$ cat src/rtl/sfu_accum.sv
// Accumulate stage behind mac_array: sums per-lane column psums into a DEPTH x COL
// register file across kij passes, then drains it (optionally ReLU'd) to the output SRAM.
module sfu_accum #(
  parameter int COL     = 8,
  parameter int PSUM_BW = 16,
  parameter int DEPTH   = 16,
  parameter int AW      = 4
) (
  input  logic                   clk,
  input  logic                   reset,
  input  logic                   clear,
  input  logic [COL*PSUM_BW-1:0] in_psum,
  input  logic [COL-1:0]         in_valid,
  input  logic                   drain_start,
  input  logic                   relu_en,
  output logic [COL*PSUM_BW-1:0] O_D,
  output logic [AW-1:0]          O_ADDR,
  output logic                   O_CEN,
  output logic                   O_WEN,
  output logic                   busy,
  output logic                   drain_done,
  output logic                   err_drop
);

  typedef enum logic [1:0] {ACC, DRAIN, DONE} state_t;

  state_t                    state_q, state_d;
  logic [AW-1:0]             cnt_q, cnt_d;
  logic                      relu_q, relu_d;
  logic [COL*PSUM_BW-1:0]    o_d_q, o_d_d;
  logic [AW-1:0]             o_addr_q, o_addr_d;
  logic                      o_cen_q, o_cen_d;
  logic                      busy_q, busy_d;
  logic                      done_q, done_d;
  logic                      err_q;

  logic signed [PSUM_BW-1:0] acc_q [DEPTH][COL];
  logic [AW-1:0]             ptr_q [COL];
  logic signed [PSUM_BW-1:0] lane  [COL];
  logic [COL*PSUM_BW-1:0]    drain_word;

  function automatic logic signed [PSUM_BW-1:0] relu_f(
    input logic signed [PSUM_BW-1:0] x,
    input logic                      en
  );
    return (en && x[PSUM_BW-1]) ? '0 : x;
  endfunction

  always_comb begin
    for (int i = 0; i < COL; i++) begin
      lane[i] = $signed(in_psum[i*PSUM_BW +: PSUM_BW]);
    end
  end

  always_comb begin
    drain_word = '0;
    for (int i = 0; i < COL; i++) begin
      drain_word[i*PSUM_BW +: PSUM_BW] = relu_f(acc_q[cnt_q][i], relu_q);
    end
  end

  // Next-state and next-output logic
  always_comb begin
    state_d  = state_q;
    cnt_d    = cnt_q;
    relu_d   = relu_q;
    o_d_d    = o_d_q;
    o_addr_d = o_addr_q;
    o_cen_d  = 1'b1;
    busy_d   = 1'b0;
    done_d   = 1'b0;
    case (state_q)
      ACC: begin
        if (drain_start) begin
          state_d = DRAIN;
          cnt_d   = '0;
          relu_d  = relu_en;
        end
      end
      DRAIN: begin
        o_cen_d  = 1'b0;
        busy_d   = 1'b1;
        o_addr_d = cnt_q;
        o_d_d    = drain_word;
        cnt_d    = cnt_q + AW'(1);
        if (cnt_q == AW'(DEPTH - 1)) state_d = DONE;
      end
      DONE: begin
        done_d  = 1'b1;
        state_d = ACC;
      end
      default: state_d = ACC;
    endcase
    // A clear aborts any drain in flight; the partial write is suppressed.
    if (clear) begin
      state_d  = ACC;
      o_d_d    = o_d_q;
      o_addr_d = o_addr_q;
      o_cen_d  = 1'b1;
      busy_d   = 1'b0;
      done_d   = 1'b0;
    end
  end

  always_ff @(posedge clk) begin
    if (reset) begin
      state_q  <= ACC;
      cnt_q    <= '0;
      relu_q   <= 1'b0;
      o_d_q    <= '0;
      o_addr_q <= '0;
      o_cen_q  <= 1'b1;
      busy_q   <= 1'b0;
      done_q   <= 1'b0;
    end else begin
      state_q  <= state_d;
      cnt_q    <= cnt_d;
      relu_q   <= relu_d;
      o_d_q    <= o_d_d;
      o_addr_q <= o_addr_d;
      o_cen_q  <= o_cen_d;
      busy_q   <= busy_d;
      done_q   <= done_d;
    end
  end

  // Per-lane accumulate; lanes own their pointers so skewed columns line up per pixel
  always_ff @(posedge clk) begin
    if (reset || clear) begin
      for (int e = 0; e < DEPTH; e++) begin
        for (int i = 0; i < COL; i++) begin
          acc_q[e][i] <= '0;
        end
      end
      for (int i = 0; i < COL; i++) begin
        ptr_q[i] <= '0;
      end
    end else if (state_q == ACC) begin
      for (int i = 0; i < COL; i++) begin
        if (in_valid[i]) begin
          acc_q[ptr_q[i]][i] <= acc_q[ptr_q[i]][i] + lane[i];
          ptr_q[i]           <= ptr_q[i] + AW'(1);
        end
      end
    end
  end

  always_ff @(posedge clk) begin
    if (reset || clear) begin
      err_q <= 1'b0;
    end else if (state_q != ACC && |in_valid) begin
      err_q <= 1'b1;
    end
  end

  assign O_D        = o_d_q;
  assign O_ADDR     = o_addr_q;
  assign O_CEN      = o_cen_q;
  assign O_WEN      = o_cen_q;
  assign busy       = busy_q;
  assign drain_done = done_q;
  assign err_drop   = err_q;

endmodule

$ cat config.mk
export PLATFORM = sky130hd
export DESIGN_NAME = sfu_accum
export DESIGN_NICKNAME = d
export VERILOG_FILES = /design/src/rtl/sfu_accum.sv
export SDC_FILE = /design/constraint.sdc
export NUM_CORES = 2
export LEC_CHECK = 0
export CAP_MARGIN = 30
export CORE_ASPECT_RATIO = 1.4
export CORE_MARGIN = 2
export CORE_UTILIZATION = 35
export DETAILED_ROUTE_END_ITERATION = 16
export DONT_BUFFER_PORTS = 1
export PLACE_DENSITY = 0.52
export SYNTH_ARGS = -nofsm -noshare
export SYNTH_HDL_FRONTEND = slang
export SYNTH_SLANG_ARGS = --single-unit
$ cat constraint.sdc
create_clock -name clk -period 6.3 [get_ports clk]
set_input_delay 0.945 -clock clk [delete_from_list [all_inputs] [get_ports clk]]
set_output_delay 0.945 -clock clk [all_outputs]
set_load 0.005 [all_outputs]
==> results.py <==
metrics = {
    "detailed_routing": {
        "wire_per_inst_um": 31.7,
        "drt_pass1_iterations": 5,
        "drtAntennaViolNets": 0,
        "vias": 74600,
        "vias_per_cell": 5.80,
        "wirelength_um": 408000,
        "drc_errors": 0,
        "drt_iter0_drc": 7667,
    },
    "logic_synthesis": {
        "synth_cells": 8190,
        "synth-async-reset-ratio": 0,
        "synth-compound-area-share": 0.0356,
        "ys_types": 79,
        "ys_warn_count": 0,
        "muxShareOfSynthArea": 0.240,
        "ys_seq_area_frac": 0.568,
        "synth_top_family_by_area": "multiplexers",
        "synth_area_um2": 115000,
        "synth-xor-area-share": 0.00992,
        "synthSimpleGateAreaFrac": 0.0986,
        "synth-edff-count": 2080,
        "ys_ff_latch": 2227,
        "ys.flop_type": "edfxtp_1",
        "synth_nets": 8492,
        "synth_fa_ha_area_frac": 0.0180,
        "syn_area_per_cell_um2": 14.1,
    },
    "power_and_ir_drop": {
        "powerDensity_nw_per_um2": 288,
        "ir_worst_vdd_mv": 0.256,
        "finalPower_mw": 37.5,
        "p_leak_nw": 45.9,
    },
    "clocking": {
        "clock-sinks": 2227,
        "cts_tree": "done",
        "cts_buffers": 236,
        "max-clock-path-buffers": 4,
        "clk_latency_ns": 0.97,
        "clkTransAtPathRegs_ns": 0.06,
        "cts_root_buffer": "clkbuf_16",
        "post_cts_resized": 0,
        "h-tree-depth": 4,
    },
    "floorplanning": {
        "core_area_um2": 328000,
        "die_h_um": 683,
        "die_x_um": 489,
        "ios": 278,
        "dieArea_um2": 334000,
        "start_util": 0.351,
        "std_cell_rows": 249,
    },
    "placement": {
        "gp_congestion": 0.858,
        "place_ws_ns": 1.28,
        "hpwl_um": 262000,
        "place_area_um2": 122000,
        "numPortBuffers": 0,
    },
    "setup_path": {
        "r2r_slack_ns": 1.25,
        "path_class": "flop to flop",
        "end_kind": "flop",
        "critPathMaxFanout": 16,
        "worst_ep_arrival_time_ns": 5.69,
        "r2r_start": "ptr_q[1][8]",
        "cp.required_ns": 6.94,
        "worst_r2r_path_depth": 13,
        "rr_endpoint": "acc_q[15][28]",
        "worst_setup_path_start_kind": "flop",
    },
    "min_path": {
        "worstHoldStart": "reset",
        "whs_endpoint": "O_D[63]",
        "min_path_cells": 1,
        "min_path_type": "input pin to flop",
    },
    "layout": {
        "fillerInstances": 30400,
        "mostFrequentLayoutCell": "nor2_1",
        "fin_util": 0.397,
        "final-seq-area_um2": 65400,
        "final_cell_mix": "nor2_1 (2,204), edfxtp_1 (2,080), mux4_2 (1,124), buf_4 (456), nand2_1 (407)",
        "area_growth_pct": 13.0,
        "fin_nets": 8549,
        "drive_gt1_frac": 0.250,
        "final_area_um2": 130000,
        "multi_input_area_um2": 46400,
    },
    "job": {
        "drv_cap": 0,
    },
    "sta": {
        "hold_viol": 0,
        "fmax_mhz": 198,
        "setup_slack_ns": 1.25,
        "finalCritPeriodShare": 0.802,
        "min_period_ns": 5.05,
        "fin_worst_skew_ns": 0.105,
        "rsz0062_at_grt": "no",
        "worstMarginPinSlew_ns": 1.07,
        "finalSetupViolCount": 0,
        "maxSlewViolCount": 0,
        "slew_headroom": 0.290,
        "finalSetupTns_ns": 0,
    },
    "grt": {
        "antenna_found_initial": 30,
        "grt_first_pass_wirelength_um": 576000,
        "grt_usage": 0.242,
        "grt_overflow_total": 0,
        "grt_max_degree": 93,
        "grt_pass1_vias": 78000,
    },
    "status": {
        "status": "complete, no violations",
    },
}
## synthesized netlist by cell type, types with 20 or more instances
cell      instances  area, µm²
nor2_1         2211       8300
a221oi_1         27        236
a211oi_1         28        210
mux2i_1         131       1310
nor3_1           36        180
nand3_1          72        360
a22o_1           20        175
a22oi_1          26        195
buf_4            24        180
nand2_1         408       1530
mux4_2         1124      25300
dfxtp_1         147       2940
buf_6            20        225
nand4_1          29        181
a21o_1           42        315
buf_1            42        158
xnor2_1          62        543
edfxtp_1       2080      62500
and3_1           25        156
xor2_1           61        534
nor2b_1          31        194
o22ai_1          37        231
o21ai_0         185        926
clkbuf_1        478       1790
buf_2           118        591
mux2_2           85        957
ha_1            153       1910
inv_1           112        420
a21oi_1         157        786
## per-stage QoR
| stage | std cells | hold slack (ns) |
|---|---|---|
| 2_1_floorplan | 8190 | 0.442 |
| 3_3_place_gp | 12300 | 0.463 |
| 3_5_place_dp | 12400 | 0.466 |
| 4_1_cts | 12800 | 0.00959 |
| 5_1_grt | 12900 | 0.0402 |
| 6_report | 12900 | 0.0975 |
## logic make-up after synthesis
family                     count (synthesis)
and+or+nand+nor                         2880
DFF                                     2227
muxes                                   1342
buffers and inverters                    802
AOI/OAI and AO/OA                        651
adders and majority gates                161
xor gates and xnor gates                 127
## routing by layer
metal  GRT usage  share of wire  up-vias
met1       0.275           0.35    39000
met3      0.0463          0.075      962
li1            -              -    31300
met5           0        0.00014        -
met4       0.121          0.054        8
met2       0.432           0.52     3337
## sequential cells by signal (all words and copies together) (netlist names), named ones only
register	flops
O_CEN	1
state_q	2
err_drop	1
drain_done	1
busy	1
cnt_q	4
O_D	128
O_ADDR	4
ptr_q	32
relu_q	1
acc_q	2048
## critical path, cell delays in order, from the launching register on
cell and delay, ns:
edfxtp_1 0.81, buf_4 0.31, mux4_2 0.51, mux4_2 0.52
ha_1 0.27, fa_1 0.44, a21o_1 0.19, a21oi_1 0.35
o21ai_0 0.22, a2111oi_0 0.39, nor3_1 0.12, xnor2_1 0.25
buf_4 0.28, nor2_1 0.07
## cell type report
type	instances	area share
well taps	4392	0.0422
diodes	21	0.000404
clock buffers	295	0.0482
inverters	113	0.00326
flip-flops and latches	2227	0.503
multi-input cells	5161	0.357
clock inverters	138	0.0112
repair buffers	508	0.0350
## power by group
group / internal (mW) / switching, mW / total (mW)
Clock: 8.05 / 6.26 / 14.3
Sequential: 16.8 / 0.373 / 17.2
Combinational: 2.22 / 3.77 / 6.00
Total: 27.1 / 10.4 / 37.5
## worst max path at each step
stage,start,end,slack [ns],cells after the start
3_5_place_dp,ptr_q[1][8],acc_q[15][28],1.28,13
2_1_floorplan,ptr_q[0][0],acc_q[10][126],1.60,15
6_report,ptr_q[1][8],acc_q[15][28],1.25,13
5_1_grt,ptr_q[1][8],acc_q[15][28],0.98,13
4_1_cts,ptr_q[0][0],acc_q[0][126],1.20,12
3_3_place_gp,ptr_q[1][5],acc_q[15][46],1.00,12
## timing repair
item | in CTS | in global routing
endpoints found under the hold margin | 2 | 0
hold buffers | 1 | 0
buffers inserted | 0 | 0
Power figures use the tool's default switching activity.
